## config.mk

```make
export PLATFORM = sky130hd
export DESIGN_NAME = decode_branch_pipe
export DESIGN_NICKNAME = d
export VERILOG_FILES = /design/src/rtl/decode_branch_pipe.sv
export SDC_FILE = /design/constraint.sdc
export NUM_CORES = 1
export LEC_CHECK = 0
export ABC_CLOCK_PERIOD_IN_PS = 4000
export BUFFER_PORTS_ARGS = -buffer_cell sky130_fd_sc_hd__buf_2
export CAP_MARGIN = 20
export CORE_UTILIZATION = 52
export CTS_BUF_LIST = sky130_fd_sc_hd__clkbuf_8
export CTS_CLUSTER_SIZE = 30
export DETAILED_ROUTE_END_ITERATION = 7
export PLACE_DENSITY = 0.83
export SLEW_MARGIN = 20
export SYNTH_ARGS = -nofsm -noshare
export SYNTH_HDL_FRONTEND = slang
export SYNTH_SLANG_ARGS = --single-unit
export TNS_END_PERCENT = 20
```

## constraint.sdc

```tcl
create_clock -name i_clock -period 4 [get_ports i_clock]
set_input_delay 0.8 -clock i_clock [delete_from_list [all_inputs] [get_ports i_clock]]
set_output_delay 0.8 -clock i_clock [all_outputs]
set_load 0.005 [all_outputs]
```

## src/rtl/decode_branch_pipe.sv

```systemverilog
// decode_branch_pipe: decode stage with decode/execute pipeline register.
// Resolves j, bne, jal, jr and bex in decode and issues a registered one-cycle
// redirect to fetch; the instruction following a taken branch is squashed.
// Optional feature macro: BRANCH_PREDICT_EN adds a 2-bit branch history table
// that predicts blt and is trained by execute.
//
// state    | meaning
// ---------+-----------------------------------------------------------
// S_RUN    | normal decode; instructions accepted when valid and not stalled
// S_SQUASH | a taken branch was just accepted; next non-stalled slot dropped
module decode_branch_pipe #(
  parameter int DATA_W      = 32,
  parameter int REG_W       = 5,
  parameter int STATUS_REG  = 30,
  parameter int BHT_ENTRIES = 16,
  parameter int IDX_W       = $clog2(BHT_ENTRIES)
) (
  input  logic              i_clock,
  input  logic              i_reset,
  input  logic              i_in_valid,
  output logic              o_in_ready,
  input  logic [31:0]       i_instr,
  input  logic [DATA_W-1:0] i_pc_plus1,
  input  logic [DATA_W-1:0] i_a_val,
  input  logic [DATA_W-1:0] i_b_val,
  output logic [REG_W-1:0]  o_reg_a,
  output logic [REG_W-1:0]  o_reg_b,
  input  logic              i_stall,
  input  logic              i_flush,
  input  logic              i_ex_upd_valid,
  input  logic [IDX_W-1:0]  i_ex_upd_idx,
  input  logic              i_ex_upd_taken,
  output logic              o_out_valid,
  output logic [31:0]       o_out_instr,
  output logic [DATA_W-1:0] o_out_pc,
  output logic [DATA_W-1:0] o_out_a,
  output logic [DATA_W-1:0] o_out_b,
  output logic              o_out_multdiv,
  output logic              o_out_pred_taken,
  output logic              o_redirect,
  output logic [DATA_W-1:0] o_redirect_pc
);

  localparam logic [4:0] OP_RTYPE = 5'b00000;
  localparam logic [4:0] OP_J     = 5'b00001;
  localparam logic [4:0] OP_BNE   = 5'b00010;
  localparam logic [4:0] OP_JAL   = 5'b00011;
  localparam logic [4:0] OP_JR    = 5'b00100;
  localparam logic [4:0] OP_BLT   = 5'b00110;
  localparam logic [4:0] OP_BEX   = 5'b10110;

  typedef enum logic {S_RUN, S_SQUASH} state_t;

  state_t            r_state;
  state_t            w_state_nxt;
  logic [4:0]        w_opcode;
  logic [4:0]        w_alu_op;
  logic              w_is_blt;
  logic              w_pred;
  logic              w_blt_pred;
  logic              w_taken;
  logic              w_accept;
  logic              w_multdiv;
  logic [DATA_W-1:0] w_jump_tgt;
  logic [DATA_W-1:0] w_br_tgt;
  logic [DATA_W-1:0] w_target;

  assign w_opcode   = i_instr[31:27];
  assign w_alu_op   = i_instr[6:2];
  assign w_is_blt   = (w_opcode == OP_BLT);
  assign w_blt_pred = w_is_blt & w_pred;
  assign w_multdiv  = (w_opcode == OP_RTYPE) &&
                      ((w_alu_op == 5'b00110) || (w_alu_op == 5'b00111));
  assign w_jump_tgt = {{(DATA_W-27){1'b0}}, i_instr[26:0]};
  assign w_br_tgt   = i_pc_plus1 + {{(DATA_W-17){i_instr[16]}}, i_instr[16:0]};
  assign w_accept   = i_in_valid & ~i_stall & (r_state == S_RUN) & ~i_flush;
  assign o_in_ready = ~i_stall;
  assign o_reg_a    = REG_W'(i_instr[21:17]);

  // register read address select: rt for R-type, status register for bex, rd otherwise
  always_comb begin
    o_reg_b = REG_W'(i_instr[26:22]);
    if (w_opcode == OP_RTYPE)
      o_reg_b = REG_W'(i_instr[16:12]);
    else if (w_opcode == OP_BEX)
      o_reg_b = REG_W'(STATUS_REG);
  end

  // branch resolution: taken condition and target per opcode
  always_comb begin
    w_taken  = 1'b0;
    w_target = '0;
    unique case (w_opcode)
      OP_J, OP_JAL: begin
        w_taken  = 1'b1;
        w_target = w_jump_tgt;
      end
      OP_BEX: begin
        w_taken  = (i_b_val != '0);
        w_target = w_jump_tgt;
      end
      OP_JR: begin
        w_taken  = 1'b1;
        w_target = i_b_val;
      end
      OP_BNE: begin
        w_taken  = (i_a_val != i_b_val);
        w_target = w_br_tgt;
      end
      OP_BLT: begin
        w_taken  = w_blt_pred;
        w_target = w_br_tgt;
      end
      default: ;
    endcase
  end

`ifdef BRANCH_PREDICT_EN
  logic [1:0] r_bht [BHT_ENTRIES];

  // saturating counter training from execute; lookup sees pre-update value
  always_ff @(posedge i_clock) begin
    if (i_reset) begin
      for (int k = 0; k < BHT_ENTRIES; k++) r_bht[k] <= 2'b01;
    end else if (i_ex_upd_valid) begin
      if (i_ex_upd_taken) begin
        if (r_bht[i_ex_upd_idx] != 2'b11) r_bht[i_ex_upd_idx] <= r_bht[i_ex_upd_idx] + 2'b01;
      end else begin
        if (r_bht[i_ex_upd_idx] != 2'b00) r_bht[i_ex_upd_idx] <= r_bht[i_ex_upd_idx] - 2'b01;
      end
    end
  end

  assign w_pred = r_bht[i_pc_plus1[IDX_W-1:0]][1];
`else
  logic w_unused_upd;
  assign w_unused_upd = ^{i_ex_upd_valid, i_ex_upd_idx, i_ex_upd_taken};
  assign w_pred       = 1'b0;
`endif

  // FSM state register
  always_ff @(posedge i_clock) begin
    if (i_reset) r_state <= S_RUN;
    else         r_state <= w_state_nxt;
  end

  // FSM next state: squash one non-stalled slot after a taken branch
  always_comb begin
    w_state_nxt = r_state;
    if (i_flush) begin
      w_state_nxt = S_RUN;
    end else begin
      unique case (r_state)
        S_RUN:    if (w_accept && w_taken) w_state_nxt = S_SQUASH;
        S_SQUASH: if (!i_stall) w_state_nxt = S_RUN;
        default:  w_state_nxt = S_RUN;
      endcase
    end
  end

  // decode/execute pipeline register: reset > flush > stall > load
  always_ff @(posedge i_clock) begin
    if (i_reset) begin
      o_out_valid      <= 1'b0;
      o_out_instr      <= '0;
      o_out_pc         <= '0;
      o_out_a          <= '0;
      o_out_b          <= '0;
      o_out_multdiv    <= 1'b0;
      o_out_pred_taken <= 1'b0;
    end else if (i_flush) begin
      o_out_valid <= 1'b0;
    end else if (!i_stall) begin
      o_out_valid <= w_accept;
      if (w_accept) begin
        o_out_instr      <= i_instr;
        o_out_pc         <= i_pc_plus1;
        o_out_a          <= i_a_val;
        o_out_b          <= i_b_val;
        o_out_multdiv    <= w_multdiv;
        o_out_pred_taken <= w_blt_pred;
      end
    end
  end

  // one-cycle redirect pulse; target held between redirects
  always_ff @(posedge i_clock) begin
    if (i_reset) begin
      o_redirect    <= 1'b0;
      o_redirect_pc <= '0;
    end else begin
      o_redirect <= w_accept & w_taken;
      if (w_accept && w_taken) o_redirect_pc <= w_target;
    end
  end

endmodule

```

==> results of run 1 <==
-- worst register-to-register path, stage by stage, from the launching register on --
cell and delay, ns:
sky130_fd_sc_hd__dfxtp_1 0.35, sky130_fd_sc_hd__or4b_4 0.65, sky130_fd_sc_hd__a2111oi_4 0.43, sky130_fd_sc_hd__or2_2 0.50
sky130_fd_sc_hd__buf_4 0.42, sky130_fd_sc_hd__nor2_1 0.09, sky130_fd_sc_hd__a211oi_1 0.22
-- registers in the layout, indices dropped and copies added, names as in the netlist --
name,count
o_out_a,32
o_out_b,32
o_out_instr,32
o_out_multdiv,1
o_out_pc,32
o_out_valid,1
o_redirect,1
o_redirect_pc,32
r_state,1
-- area by class of cell --
cell class | instances | area share [%]
clock buffer | 17 | 2.211
timing repair buffer | 321 | 15.80
inverter | 14 | 0.4966
tap | 216 | 2.554
multi-input combinational | 857 | 46.30
clock inverter | 15 | 1.608
sequential | 164 | 31.03
-- kinds of logic after synthesis --
| logic type | count (synthesis) | share of synthesized area, % |
|---|---|---|
| AND/OR/NAND/NOR | 443 | 22.41 |
| AO/OA/AOI/OAI | 326 | 23.99 |
| flip-flops | 164 | 38.24 |
| buffers and inverters | 95 | 4.809 |
| XOR/XNOR | 47 | 4.795 |
| adder cells (fa/ha/maj) | 32 | 4.751 |
| multiplexers | 8 | 0.9618 |
| other | 1 | 0.04368 |
-- power groups by stage --
| stage | combinational (mW) | sequential [mW] | clock (mW) |
|---|---|---|---|
| 2_1_floorplan | 0.408 | 1.74 | 0 |
| 3_3_place_gp | 0.703 | 1.74 | 0 |
| 3_5_place_dp | 0.711 | 1.74 | 0 |
| 4_1_cts | 0.716 | 1.70 | 1.28 |
| 5_1_grt | 0.790 | 1.71 | 1.34 |
| 6_report | 0.730 | 1.70 | 1.26 |
-- layout by cell type, fill, tap and decap left out, drive strengths merged, types with 3 or more instances in the layout --
cell | synthesis | layout
a211oi | 24 | 24
a22oi | 4 | 4
clkbuf | 63 | 17
and3 | 3 | 3
inv | 14 | 22
a21o | 11 | 11
a311oi | 4 | 4
nor4 | 13 | 13
o31ai | 3 | 3
nor2 | 44 | 44
nand3 | 18 | 18
a21oi | 177 | 177
nand4 | 23 | 23
nand2b | 4 | 4
buf | 18 | 321
xnor2 | 40 | 40
o21ai | 36 | 36
o211ai | 4 | 4
clkinvlp | 0 | 3
dfxtp | 164 | 164
a221oi | 7 | 7
or3 | 8 | 8
a31oi | 7 | 7
o21bai | 4 | 4
nand2 | 293 | 293
nor3 | 16 | 16
o22a | 4 | 4
mux2i | 6 | 6
o21a | 5 | 5
a222oi | 20 | 20
ha | 31 | 31
xor2 | 7 | 7
and2 | 7 | 7
-- metrics by stage --
step	area, um2	power (mW)	utilization, %	std cells
2_1_floorplan	8586	2.153	-	1116
3_3_place_gp	10180	2.440	63.61	1572
3_5_place_dp	10180	2.451	63.61	1572
4_1_cts	10580	3.695	66.13	1604
5_1_grt	10580	3.839	66.13	1604
6_report	10580	3.689	66.13	1604
-- final timing paths --
kind	slack (ns)	endpoint	cells past startpoint
worst max-delay path	0.79	o_redirect_pc[26]	10
worst min-delay path	0.45	o_out_instr[9]	2
worst max register to register	1.24	o_redirect_pc[5]	6
worst min register to register	0.45	o_out_instr[9]	2
-- per-layer routing --
layer  global-route usage (%)  vias to the layer above  share of wire (%)
met2                    55.46                      476                 46
met3                    6.718                       73                9.4
met5                        0                        -                  0
li1                         -                     4479                  -
met1                    43.61                     4360                 40
met4                    15.96                        0                4.0
==> key figures, run 1 <==
Pwr
  – Sequential Power Share: 46.1%
  – Portion of total power attributed to the clock network: 34.1%
  – Combinational power share: 19.8%
  – IR drop worst, VDD: 0.1994 mV
  – Switching part of the total: 31.47%
  – Static leakage: 4.541 nW
  – Ratio of total power to cell area: 348.7 nW/um2
  – Psw: 1.161 mW
  – Cell Int Power: 2.528 mW

Floorplan
  – Area of the placeable core: 16,000 um2
  – FP Rows: 46
  – Floorplan die width: 130.5 um
  – Vert. Die Dim: 130.5 um
  – Num ports: 314
  – Die Footprint: 17,030 um2
  – Initial core utilization: 53.66%

CTS
  – CTS Root Buffer Type: sky130_fd_sc_hd__clkbuf_8
  – Maximum number of buffers from clock root to sink: 2
  – Number of resized instances in the post-cts repair step: 0
  – Clock transition at the registers of the reported paths: 0.10 ns
  – Number of clock buffers inserted by TritonCTS: 17
  – Number of levels the H-tree was split into: 4
  – CTS sink cnt: 164
  – Cts hold-fix bufs: 0
  – Post-CTS setup buffer count: 0
  – Clock insertion delay at the later pin of the skew report: 0.47 ns
  – CTS tree: done

Yosys
  – Syn Area/Cell: 7.693 um2
  – Flip-flop and latch count after synthesis: 164
  – Distinct cells, synth: 73
  – EDFF count, synth: 0
  – Gate count after technology mapping: 1,116
  – Proportion of netlist area held by the largest area contributor: 38.24%
  – Net Count, Synth: 1,287
  – Post-synth ARST share: 0%
  – Leading cell type by number of instances after synthesis: sky130_fd_sc_hd__nand2_1
  – Yosys warning count: 0
  – Main flop type after synthesis: sky130_fd_sc_hd__dfxtp_1
  – Portion of the post-synthesis area used by sequential elements: 38.24%
  – Ranking of synthesized cells by area: sky130_fd_sc_hd__dfxtp_1, sky130_fd_sc_hd__nand2_1, sky130_fd_sc_hd__a21oi_1
  – Post-synthesis cell type with the largest combined area: sky130_fd_sc_hd__dfxtp_1
  – Post-synthesis instance area: 8586 um2
  – Cell types with the highest counts after synthesis: sky130_fd_sc_hd__nand2_1, sky130_fd_sc_hd__a21oi_1, sky130_fd_sc_hd__dfxtp_1, sky130_fd_sc_hd__clkbuf_1, sky130_fd_sc_hd__nor2_1

STA
  – Achievable clock frequency: 311.1 MHz
  – Final Hold Viols: 0
  – Setup-violating endpoint count in the final report: 0
  – RSZ-0062 raised after global routing: false
  – Worst slew margin: 44.51%
  – Least setup slack across all paths after layout: 0.7858 ns
  – Clock tree skew after final layout: 0.01058 ns
  – Worst Hold Margin: 0.4549 ns
  – Final max-slew violation count: 0
  – Final total negative setup slack: 0 ns
  – Shortest clock period the worst path allows after layout: 3.214 ns
  – Final period utilization: 80.35%
  – Slew of the pin with the lowest slew margin: 0.8301 ns

Setup path
  – Launching element of the worst setup path: i_instr[0]
  – Kind of launch point of the worst setup path: primary input
  – Critical path class: primary input to flop
  – CP Cell Sequence: buf_2, ha_1, fa_1, a21o_1, a221o_1, a31oi_1, a21oi_1, and4_1, a211oi_1, o211a_1
  – Required time at the worst-slack endpoint: 4.42 ns
  – Largest delay share family, worst path: compound AO/OA/AOI/OAI gates
  – Crit end category: flop
  – Reg-to-reg critical path startpoint: r_state
  – CP Data Arrival Time: 3.64 ns
  – Total buffers and inverters traversed by the critical path: 1
  – Master of the slowest instance on the critical path: sky130_fd_sc_hd__a31oi_1
  – Worst stage delay on the critical path: 0.43 ns
  – Maximum fanout along the worst path: 5

Layout
  – Number of nets in the layout: 1,546
  – Signed area change from the synthesized netlist to the final layout: 23.24%
  – Layout filler cell count: 1,493
  – Fraction of final layout cells sized beyond drive strength 1: 26.73%
  – Footprint of the multi-input gates: 4900 um2
  – Antenna diode count: 0
  – Sequential Area: 3283 um2

GRT
  – Largest net degree at the start of global routing: 78
  – Final global-route overflow total: 0
  – Global routing usage summed across all routing layers: 34.15%
  – Global-route wire length before repair: 44.35 mm
  – Antenna violations before repair: 0
  – Number of global-route vias before repair: 8,285

Drt
  – Via/cell ratio: 5.853
  – Antenna-violating nets left: 0
  – Overall routed net length: 29.97 mm
  – Total vias in the final route: 9,388
  – Drt wl/cell: 18.69 um
  – First drt pass iteration count: 5
  – Post-detailed-route DRC marker count: 0
  – Iter 0 DRT Violations: 795

Placement
  – Post-detailed-placement half-perimeter wirelength: 22.43 mm
  – Input/output buffers: 306
  – RePlAce Congestion: 0.9238
  – Worst Setup Slack post-DPL: 0.4476 ns

Min path
  – Classification of the worst-slack hold path: flop to flop
  – Startpoint of the lowest-slack hold path: o_out_instr[9]

Status
  – Run status: complete, no violations

Run
  – Number of violations of the max-capacitance limit: 0
Note: power is estimated with default switching activity, not from simulation.
==> run 2, diff against run 1 <==
ABC_CLOCK_PERIOD_IN_PS = 3300   (was 4000)
clock period = 3.3 ns   (was 4 ns; I/O delays follow)
==> key figures, run 2 (synthesized netlist as in run 1, its figures left out) <==
Status
  – Run status: complete, no violations (unchanged)

Floorplan
  – FP Rows: 46 (unchanged)
  – Initial core utilization: 53.66% (unchanged)
  – Area of the placeable core: 16,000 um2 (unchanged)
  – Vert. Die Dim: 130.5 um (unchanged)
  – Floorplan die width: 130.5 um (unchanged)
  – Die Footprint: 17,030 um2 (unchanged)
  – Num ports: 314 (unchanged)

STA
  – Setup-violating endpoint count in the final report: 0 (unchanged)
  – Worst slew margin: 58.48% (was 44.51%)
  – Final total negative setup slack: 0 ns (unchanged)
  – RSZ-0062 raised after global routing: false (unchanged)
  – Shortest clock period the worst path allows after layout: 2.779 ns
  – Achievable clock frequency: 359.9 MHz
  – Final Hold Viols: 0 (unchanged)
  – Final period utilization: 84.21%
  – Final max-slew violation count: 0 (unchanged)
  – Slew of the pin with the lowest slew margin: 0.6229 ns (was 0.8301 ns)
  – Clock tree skew after final layout: 0.01525 ns (was 0.01058 ns)

Placement
  – Post-detailed-placement half-perimeter wirelength: 22.72 mm (was 22.43 mm)
  – Cell area after placement: 10,300 um2 (was 10,180 um2)
  – Input/output buffers: 306 (unchanged)
  – Total placed cells including tap cells: 1,589 (was 1,572)
  – RePlAce Congestion: 0.9484 (was 0.9238)

Layout
  – Fraction of final layout cells sized beyond drive strength 1: 27.69% (was 26.73%)
  – Commonest cells after routing, fill and taps aside: sky130_fd_sc_hd__buf_2, sky130_fd_sc_hd__nand2_1, sky130_fd_sc_hd__a21oi_1, sky130_fd_sc_hd__dfxtp_1, sky130_fd_sc_hd__nor2_1 (unchanged)
  – Signed area change from the synthesized netlist to the final layout: 24.61% (was 23.24%)
  – End-of-flow core utilization: 66.87% (was 66.13%)
  – Number of nets in the layout: 1,563 (was 1,546)
  – Cell Count, Final, Fillers Out: 1,621 (was 1,604)
  – Layout filler cell count: 1,458 (was 1,493)
  – Area of all placed cells without fillers: 10,700 um2 (was 10,580 um2)
  – Antenna diode count: 0 (unchanged)
  – Commonest non-fill, non-tap cell in the layout: sky130_fd_sc_hd__buf_2 (unchanged)

Setup path
  – Worst stage delay on the critical path: 0.41 ns (was 0.43 ns)
  – Reg2reg end: o_redirect_pc[31] (was o_redirect_pc[5])
  – CP Cell Sequence: buf_2, ha_1, fa_1, a21o_1, a221o_1, a31oi_1, buf_4, a211oi_1, or4_1, a31oi_1, a211oi_1 (was buf_2, ha_1, fa_1, a21o_1, a221o_1, a31oi_1, a21oi_1, and4_1, a211oi_1, o211a_1)
  – Reg2reg path depth: 6 (unchanged)
  – Kind of launch point of the worst setup path: primary input (unchanged)
  – Required time at the worst-slack endpoint: 3.65 ns (was 4.42 ns)
  – Master of the slowest instance on the critical path: sky130_fd_sc_hd__fa_1 (was sky130_fd_sc_hd__a31oi_1)
  – Reg-to-reg critical path startpoint: r_state (unchanged)
  – Setup slack of the most critical reg-to-reg path: 0.74 ns (was 1.24 ns)
  – Total buffers and inverters traversed by the critical path: 2 (was 1)
  – Maximum fanout along the worst path: 5 (unchanged)
  – Largest delay share family, worst path: compound AO/OA/AOI/OAI gates (unchanged)
  – Instance count on the critical path: 11 (was 10)
  – Crit end category: flop (unchanged)
  – CP Data Arrival Time: 3.13 ns (was 3.64 ns)
  – Critical path class: primary input to flop (unchanged)

CTS
  – Number of levels the H-tree was split into: 4 (unchanged)
  – CTS Root Buffer Type: sky130_fd_sc_hd__clkbuf_8 (unchanged)
  – Number of clock buffers inserted by TritonCTS: 17 (unchanged)
  – CTS tree: done (unchanged)
  – Clock insertion delay at the later pin of the skew report: 0.48 ns (was 0.47 ns)
  – Post-CTS setup buffer count: 0 (unchanged)
  – CTS sink cnt: 164 (unchanged)
  – Number of resized instances in the post-cts repair step: 0 (unchanged)
  – Maximum number of buffers from clock root to sink: 2 (unchanged)
  – Cts hold-fix bufs: 0 (unchanged)
  – Clock transition at the registers of the reported paths: 0.11 ns (was 0.10 ns)

GRT
  – Met3 track utilization from global routing: 7.288% (was 6.718%)
  – Global routing's busiest layer: met2 (unchanged)
  – Number of global-route vias before repair: 8,512 (was 8,285)
  – Global routing usage summed across all routing layers: 34.36% (was 34.15%)
  – Met1 demand-to-capacity share in global routing: 42.99% (was 43.61%)
  – Global-route wire length before repair: 44.66 mm (was 44.35 mm)
  – Met2 routing resource usage after global routing: 55.52% (was 55.46%)
  – Largest net degree at the start of global routing: 77 (was 78)
  – Antenna violations before repair: 0 (unchanged)
  – Final global-route overflow total: 0 (unchanged)

Min path
  – Depth of the worst hold-timing path: 2 (unchanged)
  – Classification of the worst-slack hold path: primary input to flop (was flop to flop)
  – Worst-case hold path end point: r_state (was o_out_instr[9])
  – Startpoint of the lowest-slack hold path: i_flush (was o_out_instr[9])

Drt
  – First drt pass iteration count: 5 (unchanged)
  – Antenna-violating nets left: 0 (unchanged)
  – Via/cell ratio: 5.867 (was 5.853)
  – Total vias in the final route: 9,511 (was 9,388)
  – Overall routed net length: 29.99 mm (was 29.97 mm)
  – Iter 0 DRT Violations: 852 (was 795)
  – Drt wl/cell: 18.50 um (was 18.69 um)
  – Post-detailed-route DRC marker count: 0 (unchanged)

Pwr
  – IR drop worst, VDD: 0.2365 mV (was 0.1994 mV)
  – Ratio of total power to cell area: 414.4 nW/um2 (was 348.7 nW/um2)
  – Static leakage: 4.629 nW (was 4.541 nW)

Run
  – Number of violations of the max-capacitance limit: 0 (unchanged)
-- run 2: changes by cell type in the layout (fill, tap and decap cells not counted) --
cell | previous run | this run
sky130_fd_sc_hd__buf_4 | 14 | 31
sky130_fd_sc_hd__bufinv_16 | 2 | 0
sky130_fd_sc_hd__clkinv_2 | 0 | 1
sky130_fd_sc_hd__clkinv_8 | 0 | 3
sky130_fd_sc_hd__clkinvlp_4 | 3 | 0
sky130_fd_sc_hd__inv_1 | 15 | 14
sky130_fd_sc_hd__inv_8 | 2 | 4
-- run 2: layer usage --
layer  wire length, um  share of wire, %
met2             13810                46
met5                 0                 0
met1             11990                40
met4              1326               4.4
met3              2863               9.5
-- run 2: area by class of cell --
cell class / count / area, um2 / area share [%]
well taps: 216 / 270.3 / 2.526
clock buffers: 17 / 234.0 / 2.187
multi-input cells: 857 / 4900 / 45.80
flip-flops and latches: 164 / 3283 / 30.69
repair buffers: 338 / 1799 / 16.82
inverters: 14 / 52.55 / 0.4912
clock inverters: 15 / 160.2 / 1.497
-- run 2: worst register-to-register path, cell delays in order (launching register included) --
cell	delay, ns
sky130_fd_sc_hd__dfxtp_1	0.35
sky130_fd_sc_hd__or4b_4	0.66
sky130_fd_sc_hd__a2111oi_4	0.46
sky130_fd_sc_hd__or2_2	0.38
sky130_fd_sc_hd__buf_4	0.25
sky130_fd_sc_hd__nand3_1	0.09
sky130_fd_sc_hd__o221a_2	0.25
-- run 2: metrics by stage --
step	power [mW]	hold WS [ns]	setup slack, ns
5_1_grt	4.615	0.3956	0.4414
4_1_cts	4.421	0.3883	0.5511
3_5_place_dp	2.994	0.4430	0.06312
6_report	4.434	0.4009	0.5211
2_1_floorplan	2.609	0.4527	0.3414
3_3_place_gp	2.980	0.4381	0.07851
-- run 2: worst max path at each step --
stage	to	from	slack, ns
2_1_floorplan	o_redirect_pc[18]	i_instr[0]	0.34
3_3_place_gp	o_redirect_pc[18]	i_instr[0]	0.08
3_5_place_dp	o_redirect_pc[18]	i_instr[0]	0.06
4_1_cts	o_redirect_pc[18]	i_instr[0]	0.55
5_1_grt	o_redirect_pc[18]	i_instr[0]	0.44
6_report	o_redirect_pc[18]	i_instr[0]	0.52
-- run 2: report_power, final --
group	internal (mW)	switching (mW)	total (mW)
Sequential	2.04	0.0272	2.06
Clock	0.571	0.893	1.46
Combinational	0.354	0.553	0.907
Total	2.96	1.47	4.43
